==> config.mk <==
export PLATFORM = sky130hd
export DESIGN_NAME = mby_msh_col_wr_arb
export DESIGN_NICKNAME = d
export VERILOG_FILES = /design/src/rtl/mby_msh_pkg.sv /design/src/rtl/mby_msh_rr_arb.sv /design/src/rtl/mby_msh_col_wr_arb.sv
export SDC_FILE = /design/constraint.sdc
export NUM_CORES = 1
export LEC_CHECK = 0
export ABC_AREA = 0
export BUFFER_PORTS_ARGS = -buffer_cell sky130_fd_sc_hd__clkbuf_2
export CAP_MARGIN = 40
export CORE_AREA = 2 2 133 135
export DETAILED_ROUTE_END_ITERATION = 10
export DIE_AREA = 0 0 135 137
export GPL_TIMING_DRIVEN = 0
export PLACE_DENSITY_LB_ADDON = 0.2
export SYNTH_ARGS = -nofsm -noshare
export SYNTH_HDL_FRONTEND = slang
export SYNTH_SLANG_ARGS = --single-unit
==> constraint.sdc <==
create_clock -name mclk -period 8.15 [get_ports mclk]
set_clock_uncertainty 0.15 [all_clocks]
set_input_delay 1.63 -clock mclk [delete_from_list [all_inputs] [get_ports mclk]]
set_output_delay 1.63 -clock mclk [all_outputs]
set_load 0.03 [all_outputs]
==> src/rtl/mby_msh_pkg.sv <==
// Mesh-wide shared types and sizing for the column write path.
package mby_msh_pkg;

   localparam int NUM_MSH_PLANES = 2;

   // Column write request header carried alongside the data bus.
   typedef struct packed {
      logic [3:0]  id;
      logic [15:0] addr;
   } msh_col_wr_req_t;

   // Mesh data bus word.
   typedef logic [31:0] msh_dbus_t;

endpackage : mby_msh_pkg

==> src/rtl/mby_msh_rr_arb.sv <==
// Round-robin arbiter: one-hot grant to the first requester at or after
// the pointer; the pointer moves to winner+1 only when advance is high.
module mby_msh_rr_arb #(
   parameter int N = 4
) (
   input  logic         mclk,
   input  logic         rst_n,
   input  logic [N-1:0] req,
   input  logic         advance,
   output logic [N-1:0] gnt
);

   localparam int PW = (N > 1) ? $clog2(N) : 1;

   logic [PW-1:0] ptr_q;
   logic [PW-1:0] ptr_d;
   logic          found;

   // Search from the pointer, wrapping, and remember where the next search starts.
   always_comb begin
      gnt   = '0;
      ptr_d = ptr_q;
      found = 1'b0;
      for (int k = 0; k < N; k++) begin
         logic [PW:0]   sum;
         logic [PW-1:0] idx;
         sum = {1'b0, ptr_q} + (PW+1)'(k);
         if (sum >= (PW+1)'(N)) begin
            sum = sum - (PW+1)'(N);
         end
         idx = sum[PW-1:0];
         if (!found && req[idx]) begin
            found    = 1'b1;
            gnt[idx] = 1'b1;
            ptr_d    = (idx == PW'(N-1)) ? '0 : idx + PW'(1);
         end
      end
   end

   // Pointer only moves on an actual grant so a blocked plane keeps its priority order.
   always_ff @(posedge mclk or negedge rst_n) begin
      if (!rst_n) begin
         ptr_q <= '0;
      end else if (advance) begin
         ptr_q <= ptr_d;
      end
   end

endmodule : mby_msh_rr_arb

==> src/rtl/mby_msh_col_wr_arb.sv <==
// Column write arbiter: per mesh plane, round-robin among clients aiming at
// that plane, gated by a credit pool and a plane enable; the winner's
// header/data are registered onto the plane output one cycle later.
//
// Handshake: a client transfer happens in a cycle where i_cli_vld[c] and
// o_cli_rdy[c] are both high. o_cli_rdy is combinational from this cycle's
// inputs and state; a client must hold request/data stable until accepted.
// o_wr_vld is a one-cycle pulse per transfer with no back-pressure; flow
// control toward the mesh is by credits only.
module mby_msh_col_wr_arb
   import mby_msh_pkg::*;
#(
   parameter  int NUM_PLANES  = NUM_MSH_PLANES,
   parameter  int NUM_CLIENTS = 4,
   parameter  int MAX_CRDT    = 8,
   localparam int PLANE_W     = (NUM_PLANES > 1) ? $clog2(NUM_PLANES) : 1,
   localparam int CRDT_W      = $clog2(MAX_CRDT + 1)
) (
   input  logic                                   mclk,
   input  logic                                   rst_n,
   input  logic [NUM_CLIENTS-1:0]                 i_cli_vld,
   input  logic [NUM_CLIENTS-1:0][PLANE_W-1:0]    i_cli_plane,
   input  msh_col_wr_req_t [NUM_CLIENTS-1:0]      i_cli_req,
   input  msh_dbus_t [NUM_CLIENTS-1:0]            i_cli_dbus,
   output logic [NUM_CLIENTS-1:0]                 o_cli_rdy,
   input  logic [NUM_PLANES-1:0]                  i_plane_en,
   output logic [NUM_PLANES-1:0]                  o_wr_vld,
   output msh_col_wr_req_t [NUM_PLANES-1:0]       o_wr_req,
   output msh_dbus_t [NUM_PLANES-1:0]             o_wr_dbus,
   input  logic [NUM_PLANES-1:0]                  i_crdt_rtn_for_wr_req,
   output logic [NUM_PLANES-1:0][CRDT_W-1:0]      o_crdt_cnt,
   output logic [NUM_PLANES-1:0]                  o_crdt_err
);

   logic [NUM_PLANES-1:0][NUM_CLIENTS-1:0] plane_gnt;

   for (genvar p = 0; p < NUM_PLANES; p++) begin : g_plane
      logic [NUM_CLIENTS-1:0] req_vec;
      logic [NUM_CLIENTS-1:0] gnt_raw;
      logic                   can_grant;
      logic                   grant;
      msh_col_wr_req_t        req_mux;
      msh_dbus_t              dbus_mux;
      logic                   vld_q;
      msh_col_wr_req_t        req_q;
      msh_dbus_t              dbus_q;
      logic [CRDT_W-1:0]      crdt_q;
      logic                   err_q;

      // Clients targeting a plane index >= NUM_PLANES never match any plane.
      for (genvar c = 0; c < NUM_CLIENTS; c++) begin : g_match
         assign req_vec[c] = i_cli_vld[c] && (i_cli_plane[c] == PLANE_W'(p));
      end

      // Credit check uses the registered count, so a same-cycle return cannot unblock a grant.
      assign can_grant = rst_n && i_plane_en[p] && (crdt_q != '0);

      mby_msh_rr_arb #(
         .N (NUM_CLIENTS)
      ) u_rr_arb (
         .mclk    (mclk),
         .rst_n   (rst_n),
         .req     (req_vec),
         .advance (grant),
         .gnt     (gnt_raw)
      );

      assign plane_gnt[p] = can_grant ? gnt_raw : '0;
      assign grant        = |plane_gnt[p];

      // Select the winning client's header and data.
      always_comb begin
         req_mux  = '0;
         dbus_mux = '0;
         for (int c = 0; c < NUM_CLIENTS; c++) begin
            if (plane_gnt[p][c]) begin
               req_mux  = i_cli_req[c];
               dbus_mux = i_cli_dbus[c];
            end
         end
      end

      // Register the granted transfer; payload holds its last value when idle.
      always_ff @(posedge mclk or negedge rst_n) begin
         if (!rst_n) begin
            vld_q  <= 1'b0;
            req_q  <= '0;
            dbus_q <= '0;
         end else begin
            vld_q <= grant;
            if (grant) begin
               req_q  <= req_mux;
               dbus_q <= dbus_mux;
            end
         end
      end

      // Credit pool: grant consumes, return refills, both together cancel; overflow is sticky.
      always_ff @(posedge mclk or negedge rst_n) begin
         if (!rst_n) begin
            crdt_q <= CRDT_W'(MAX_CRDT);
            err_q  <= 1'b0;
         end else begin
            case ({grant, i_crdt_rtn_for_wr_req[p]})
               2'b10:   crdt_q <= crdt_q - CRDT_W'(1);
               2'b01: begin
                  if (crdt_q == CRDT_W'(MAX_CRDT)) begin
                     err_q <= 1'b1;
                  end else begin
                     crdt_q <= crdt_q + CRDT_W'(1);
                  end
               end
               default: crdt_q <= crdt_q;
            endcase
         end
      end

      assign o_wr_vld[p]   = vld_q;
      assign o_wr_req[p]   = req_q;
      assign o_wr_dbus[p]  = dbus_q;
      assign o_crdt_cnt[p] = crdt_q;
      assign o_crdt_err[p] = err_q;
   end

   // A client aims at one plane, so OR-ing the per-plane grants gives its ready.
   always_comb begin
      o_cli_rdy = '0;
      for (int p = 0; p < NUM_PLANES; p++) begin
         o_cli_rdy = o_cli_rdy | plane_gnt[p];
      end
   end

endmodule : mby_msh_col_wr_arb

==> results of run 1 <==
power groups by stage:
| stage | logic (uW) | clock network [uW] | registers [uW] |
|---|---|---|---|
| 2_1_floorplan | 1490 | 0 | 1690 |
| 3_3_place_gp | 2900 | 0 | 1140 |
| 3_5_place_dp | 2940 | 0 | 1150 |
| 4_1_cts | 2960 | 770 | 1140 |
| 5_1_grt | 3220 | 799 | 1180 |
| 6_report | 2980 | 770 | 1140 |
critical path, cell delays in order:
cell and delay, ns:
sky130_fd_sc_hd__clkbuf_2 0.10, sky130_fd_sc_hd__and2_1 0.21, sky130_fd_sc_hd__mux4_2 0.57, sky130_fd_sc_hd__nor2_1 0.30
sky130_fd_sc_hd__a22oi_1 0.15, sky130_fd_sc_hd__a31oi_2 0.60, sky130_fd_sc_hd__clkbuf_1 0.63, sky130_fd_sc_hd__or2_2 0.22
sky130_fd_sc_hd__clkbuf_2 0.22
synthesized netlist by cell type (4+ instances only):
master                      count
sky130_fd_sc_hd__xnor2_1        5
sky130_fd_sc_hd__dfrtp_1      118
sky130_fd_sc_hd__a22o_1         7
sky130_fd_sc_hd__nand2b_1       5
sky130_fd_sc_hd__clkbuf_1      47
sky130_fd_sc_hd__o21ai_0       77
sky130_fd_sc_hd__nor3_1        18
sky130_fd_sc_hd__nand3_1        8
sky130_fd_sc_hd__a221oi_1     106
sky130_fd_sc_hd__buf_2         20
sky130_fd_sc_hd__a21oi_1       61
sky130_fd_sc_hd__inv_1          8
sky130_fd_sc_hd__nor2_1        59
sky130_fd_sc_hd__and2_1         8
sky130_fd_sc_hd__ha_1          18
sky130_fd_sc_hd__xor2_1         5
sky130_fd_sc_hd__buf_4         11
sky130_fd_sc_hd__o21ai_1       35
sky130_fd_sc_hd__nor2b_1        6
sky130_fd_sc_hd__o22ai_1       52
sky130_fd_sc_hd__mux4_2         4
sky130_fd_sc_hd__or3_1          5
sky130_fd_sc_hd__a2bb2oi_1     52
sky130_fd_sc_hd__o211ai_1       4
sky130_fd_sc_hd__nand2_1       70
cells by family (layout without fill, tap and decap cells):
kind of cell             after synthesis  count (layout)  share of synthesized area
AO/OA/AOI/OAI                        417             417                      0.378
AND/OR/NAND/NOR                      194             194                      0.116
flip-flops                           120             120                      0.390
buffers and inverters                 90             464                     0.0544
adder cells (fa/ha/maj)               20              20                     0.0344
XOR/XNOR                              10              10                     0.0114
multiplexers                           7               7                     0.0164
per-stage QoR:
stage / worst slack (ns) / total power (uW)
final: 1.73 / 4900
after floorplan: 2.70 / 3170
after detailed placement: 1.80 / 4080
after global placement: -0.230 / 4040
after global routing: 1.56 / 5190
after CTS: 1.78 / 4860
cell type report:
type                            count  share of cell area
Inverter                            9             0.00327
Buffer                             81              0.0373
Timing Repair Buffer              342               0.169
Tap cell                          225              0.0273
Clock buffer                       24              0.0476
Sequential cell                   120               0.291
Clock inverter                      8             0.00946
Multi-Input combinational cell    648               0.415
how the worst max path moves through the flow:
stage,start,end,slack (ns),depth (start not counted)
final,i_cli_plane[1],o_cli_rdy[1],1.73,9
after global routing,i_cli_plane[0],o_cli_rdy[1],1.56,9
after CTS,i_cli_plane[0],o_cli_rdy[1],1.78,9
after detailed placement,i_cli_plane[1],o_cli_rdy[1],1.80,9
after global placement,rst_n,o_cli_rdy[1],-0.23,6
after floorplan,i_cli_vld[0],o_cli_rdy[1],2.70,8
flip-flops by register name (all words and copies together) (netlist names):
signal                  cells
g_plane.err_q               2
g_plane.vld_q               2
o_wr_req                   40
g_plane.dbus_q             64
g_plane.crdt_q              8
g_plane.u_rr_arb.ptr_q      4
metal layers:
layer / wire [um] / part of all wire
met1: 13100 / 0.40
met2: 15400 / 0.47
met3: 3390 / 0.10
met4: 1180 / 0.036
met5: 0 / 0
==> results.rst, run 1 <==
.. list-table::
   :header-rows: 1

   * - Metric
     - Value
   * - Worst reg2reg startpoint
     - g_plane[0].u_rr_arb.ptr_q[0]
   * - Last weighted congestion value of the routability-driven placer
     - 0.944
   * - Share of post-route cells with drive strength above 1
     - 0.344
   * - Clk sinks
     - 120
   * - Count of buffers inserted at the top-level ports
     - 341
   * - Max IR drop VDD
     - 0.229 mV
   * - Launching element type of the critical path
     - input pin
   * - Ant diodes
     - 0
   * - Worst relative slew slack
     - 0.506
   * - Number of buffers inserted by hold repair at cts
     - 0
   * - Top_reg_cell synth
     - sky130_fd_sc_hd__dfrtp_1
   * - Routed wirelength normalized by instance count
     - 22.6 um
   * - Number of distinct library cell variants in the gate-level netlist after synthesis
     - 61
   * - Final design area excluding fillers
     - 0.0103 mm2
   * - Sequential group share of total power
     - 0.233
   * - Non-filler cells, final
     - 1457
   * - Via count
     - 9198
   * - Top Usage Layer GRT
     - met2
   * - Post_cts resized
     - 0
   * - Portion of the clock cycle consumed by the worst path in the final layout
     - 0.788
   * - Switching Fraction
     - 0.504
   * - Final count of hold timing violations
     - 0
   * - Internal power
     - 2430 uW
   * - Setup repair after global routing missed its margin
     - false
   * - Reg2Reg Capture Point
     - g_plane[0].crdt_q[3]
   * - Number of standard cells after synthesis
     - 858
   * - CTS max path bufs
     - 2
   * - Area of the placeable core
     - 0.0171 mm2
   * - Net Sw Power
     - 2470 uW
   * - H-Tree Level Count
     - 4
   * - Power share of the clock group
     - 0.157
   * - Kind of critical path
     - input pin to output pin
   * - Most common library cell in the layout ignoring fill and taps
     - sky130_fd_sc_hd__clkbuf_2
   * - Result of the run
     - completed
   * - Vias per inst
     - 6.31
   * - Max Freq
     - 156 MHz
   * - Pins over their slew limit
     - 0
   * - Cell count of the worst reg-to-reg path
     - 18
   * - WL final
     - 33.0 mm
   * - Pin count of the biggest net entering global routing
     - 82
   * - Placed instance area
     - 0.00973 mm2
   * - Inst Count DP
     - 1425
   * - Post-layout min period
     - 6.42 ns
   * - Power density over cell area
     - 474 mW/mm2
   * - Post-CTS setup repair buffer count
     - 0
   * - # DRC
     - 0
   * - First-pass GRT wire length
     - 49.1 mm
   * - Number of rows created at floorplan
     - 48
   * - Sequential cell area
     - 0.00301 mm2
   * - Cell types with the largest area share after synthesis
     - sky130_fd_sc_hd__dfrtp_1, sky130_fd_sc_hd__a221oi_1, sky130_fd_sc_hd__a2bb2oi_1
   * - Register-to-Register Setup Slack
     - 2.93 ns
   * - Sequential fraction of the synthesis area
     - 0.390
   * - Share of flip-flops with an asynchronous set or reset after synthesis
     - 1.00
   * - Number of enable flip-flop cells after synthesis
     - 0
   * - Final setup violation count
     - 0
   * - Root Buffer
     - sky130_fd_sc_hd__clkbuf_16
   * - HPWL after DPL
     - 24.0 mm
   * - Clock transition at path regs
     - 0.06 ns
   * - Largest area contributor in the netlist
     - sky130_fd_sc_hd__dfrtp_1
   * - Met1 Resource Use GR
     - 0.457
   * - Type of element capturing the critical path
     - output pin
   * - Leakage power summed over all cells
     - 0.00484 uW
   * - Synthesis-to-finish area growth
     - 33.9%
   * - Die Y
     - 137 um
   * - Arr. time, crit path
     - 4.64 ns
   * - Hold Slack
     - 0.326 ns
   * - Post-route core utilization
     - 0.605
   * - Fillcell total
     - 1556
   * - Skew-Pair Late Insertion Delay
     - 0.42 ns
   * - Hold Startpoint
     - g_plane[1].err_q
   * - GR Util All Layers
     - 0.348
   * - Worst Hold Class
     - flip-flop to flip-flop
   * - Critical path data required time
     - 6.37 ns
   * - TritonCTS clock tree
     - done
   * - Remaining global-route overflow
     - 0
   * - Post-synthesis cell area
     - 0.00771 mm2
   * - Via count of the first global-routing pass
     - 8702
   * - Footprint of the multi-input gates
     - 0.00428 mm2
   * - Fin nets
     - 1461
   * - Worst hold path depth
     - 1
   * - Logic gate share of total power
     - 0.610
   * - DR iter-0 viols
     - 922
   * - Top cell type's share of synthesized area
     - 0.383
   * - Post-route ant nets
     - 0
   * - Most frequent cells in the layout
     - sky130_fd_sc_hd__clkbuf_2, sky130_fd_sc_hd__dfrtp_1, sky130_fd_sc_hd__a221oi_1
   * - CTS buffer count
     - 17
   * - Die Area
     - 0.0185 mm2
   * - Initial core utilization
     - 0.452
   * - DR pass1 iterations
     - 6
   * - Largest fanout on the critical path
     - 10
   * - Final sum of negative setup slack
     - 0 ns
   * - Count of pins on the block boundary
     - 342
   * - Slew at the pin with the worst max-slew slack
     - 0.741 ns
   * - Number of synthesized register bits
     - 120
   * - Met3 routing resource usage after global routing
     - 0.0856
   * - Total number of yosys warnings
     - 0
   * - Max-cap violations
     - 0
   * - Global-route track usage on met2
     - 0.551
   * - Initial antenna violation count
     - 0
   * - Die span in x
     - 135 um
   * - Post-synthesis net count
     - 1100
   * - Avg Inst Size Synth
     - 8.98 um2
   * - Capture endpoint of the worst hold path
     - g_plane[1].err_q
Power figures use the tool's default switching activity.
==> inputs of run 2 (changes only) <==
--- a/config.mk
+++ b/config.mk
@@ -8,9 +8,10 @@
 export ABC_AREA = 0
 export BUFFER_PORTS_ARGS = -buffer_cell sky130_fd_sc_hd__clkbuf_2
 export CAP_MARGIN = 40
-export CORE_AREA = 2 2 133 135
+export CORE_ASPECT_RATIO = 1.1
+export CORE_MARGIN = 2
+export CORE_UTILIZATION = 44
 export DETAILED_ROUTE_END_ITERATION = 10
-export DIE_AREA = 0 0 135 137
 export GPL_TIMING_DRIVEN = 0
 export PLACE_DENSITY_LB_ADDON = 0.2
 export SYNTH_ARGS = -nofsm -noshare
==> constraint.sdc (replaced) <==
create_clock -name mclk -period 5.6 [get_ports mclk]
set_clock_uncertainty 0.15 [all_clocks]
set_input_delay 1.12 -clock mclk [delete_from_list [all_inputs] [get_ports mclk]]
set_output_delay 1.12 -clock mclk [all_outputs]
set_load 0.03 [all_outputs]
==> run 2 against run 1 <==
Against the previous run:
- hold slack better by 0.0020 ns
- sequential cell count unchanged
- global-route usage down 0.080 points
- power up 44%
- count of clock-buffer cells in the layout unchanged
- wire length up 0.24%
- non-clock buffer count unchanged
- combinational power up 45%
- sequential power up 46%
- setup slack worse by 1.4 ns
- core utilization down 0.11 points
- final cell count up 0.69%
- highest routed layer unchanged
==> results.rst, run 2 (same netlist as run 1, synthesis figures left out) <==
.. list-table::
   :header-rows: 1

   * - Metric
     - Value
   * - Worst relative slew slack
     - 0.541
   * - Clock transition at path regs
     - 0.05 ns
   * - Largest fanout on the critical path
     - 10
   * - Largest reg by FF count
     - g_plane.dbus_q
   * - Die span in x
     - 130 um
   * - Smallest setup slack after layout
     - 0.281 ns
   * - Pin count of the biggest net entering global routing
     - 85
   * - Area of the placeable core
     - 0.0171 mm2
   * - Number of rows created at floorplan
     - 50
   * - Post-route ant nets
     - 0
   * - Fin nets
     - 1461
   * - Result of the run
     - completed
   * - Count of pins on the block boundary
     - 342
   * - Die Area
     - 0.0186 mm2
   * - Critical path, cell by cell
     - buf_2 > inv_1 > ha_1 > or3_1 > a2111oi_2 > o21ai_0 > a31oi_2 > clkbuf_2 > or2_2 > clkbuf_2
   * - Initial core utilization
     - 0.451
   * - Root Buffer
     - sky130_fd_sc_hd__clkbuf_16
   * - DR pass1 iterations
     - 6
   * - Arr. time, crit path
     - 4.05 ns
   * - Post-layout min period
     - 5.32 ns
   * - Type of element capturing the critical path
     - output pin
   * - Last weighted congestion value of the routability-driven placer
     - 0.949
   * - Power density over cell area
     - 683 mW/mm2
   * - Max IR drop VDD
     - 0.346 mV
   * - Via count
     - 9207
   * - Final setup violation count
     - 0
   * - Share of post-route cells with drive strength above 1
     - 0.347
   * - Max-cap violations
     - 0
   * - Launching element type of the critical path
     - flip-flop
   * - Critical path data required time
     - 4.33 ns
   * - GR Util All Layers
     - 0.347
   * - # DRC
     - 0
   * - Skew-Pair Late Insertion Delay
     - 0.42 ns
   * - Slew at the pin with the worst max-slew slack
     - 0.688 ns
   * - Final design area excluding fillers
     - 0.0103 mm2
   * - Footprint of the multi-input gates
     - 0.00429 mm2
   * - Kind of critical path
     - flip-flop to output pin
   * - Count of buffers inserted at the top-level ports
     - 341
   * - Via count of the first global-routing pass
     - 8872
   * - Max Freq
     - 188 MHz
   * - Fillcell total
     - 1603
   * - Initial antenna violation count
     - 1
   * - Worst Hold Class
     - flip-flop to flip-flop
   * - WL final
     - 33.1 mm
   * - TritonCTS clock tree
     - done
   * - Most frequent cells in the layout
     - sky130_fd_sc_hd__clkbuf_2, sky130_fd_sc_hd__dfrtp_1, sky130_fd_sc_hd__a221oi_1
   * - Synthesis-to-finish area growth
     - 33.8%
   * - Maximum cell stage delay along the critical path
     - 0.52 ns
   * - Sequential cell area
     - 0.00301 mm2
   * - Hold Slack
     - 0.328 ns
   * - Pins over their slew limit
     - 0
   * - Worst path most repeated cell
     - sky130_fd_sc_hd__clkbuf_2
   * - Worst path bufs/invs
     - 4
   * - First-pass GRT wire length
     - 49.4 mm
   * - Number of buffers inserted by hold repair at cts
     - 0
   * - Post-placement worst setup slack
     - 0.189 ns
   * - Vias per inst
     - 6.28
   * - Final count of hold timing violations
     - 0
   * - Die Y
     - 143 um
   * - Final sum of negative setup slack
     - 0 ns
   * - Routed wirelength normalized by instance count
     - 22.5 um
   * - Leakage power summed over all cells
     - 0.00483 uW
   * - CP delay by family, top
     - compound AO/OA/AOI/OAI gates
   * - Critical-path top delay cell
     - sky130_fd_sc_hd__a31oi_2
   * - CTS buffer count
     - 17
   * - DR iter-0 viols
     - 1008
   * - Largest register FFs
     - 64
   * - Setup repair after global routing missed its margin
     - false
   * - Placed instance area
     - 0.00974 mm2
   * - HPWL after DPL
     - 24.4 mm
   * - Clk sinks
     - 120
   * - Most common library cell in the layout ignoring fill and taps
     - sky130_fd_sc_hd__clkbuf_2
   * - CTS max path bufs
     - 2
   * - Remaining global-route overflow
     - 0
   * - Portion of the clock cycle consumed by the worst path in the final layout
     - 0.950
   * - H-Tree Level Count
     - 4
[run 2: worst paths after layout]
kind | start | to | slack (ns) | depth (start not counted)
worst max register to register | g_plane[0].u_rr_arb.ptr_q[0] | g_plane[0].crdt_q[3] | 0.42 | 18
worst max-delay path | g_plane[1].u_rr_arb.ptr_q[0] | o_cli_rdy[1] | 0.28 | 10
max in group asynchronous | rst_n | o_wr_req[22] | 4.06 | 2
worst min register to register | g_plane[1].err_q | g_plane[1].err_q | 0.33 | 1
min in group asynchronous | rst_n | g_plane[0].dbus_q[4] | 0.46 | 1
worst min-delay path | g_plane[1].err_q | g_plane[1].err_q | 0.33 | 1
[run 2: metrics by stage]
step,util,total power [uW],instances
after floorplan,-,4620,858
after global placement,0.568,5860,1433
after detailed placement,0.570,5940,1434
after CTS,0.604,7010,1466
after global routing,0.604,7490,1467
final,0.604,7050,1467
[run 2: cell type report]
cell class / count / share of cell area
Inverter: 9 / 0.00327
Antenna cell: 1 / 0.000243
Clock buffer: 24 / 0.0477
Tap cell: 234 / 0.0284
Multi-Input combinational cell: 648 / 0.416
Timing Repair Buffer: 342 / 0.169
Buffer: 81 / 0.0375
Sequential cell: 120 / 0.291
Clock inverter: 8 / 0.00679
[run 2: worst reg2reg max path: cells and delay by family, from the launching register on]
family	cells	cell delay, ns
AO/OA/AOI/OAI	6	1.46
XOR/XNOR	1	0.19
adder cells (fa/ha/maj)	2	0.72
buffers and inverters	4	0.89
flip-flops	1	0.39
multiplexers	1	0.55
AND/OR/NAND/NOR	4	0.74
[run 2: timing repair]
action | 4_1_cts | 5_1_grt
setup buffers | 0 | 0
setup endpoints to repair | 1 | 1
gates resized for setup | 1 | 3
[run 2: power by group]
group	switching, uW	total (uW)	internal [uW]
sequential	297	1660	1360
clock	401	1050	653
combinational	2860	4330	1470
[run 2: routing by layer]
layer	wire [um]	share of wire	up-vias	global-route usage
met5	0	0	-	0
met2	15700	0.47	598	0.552
met4	1460	0.044	0	0.161
met1	13200	0.40	4402	0.463
met3	2730	0.083	113	0.0562
li1	-	-	4094	-
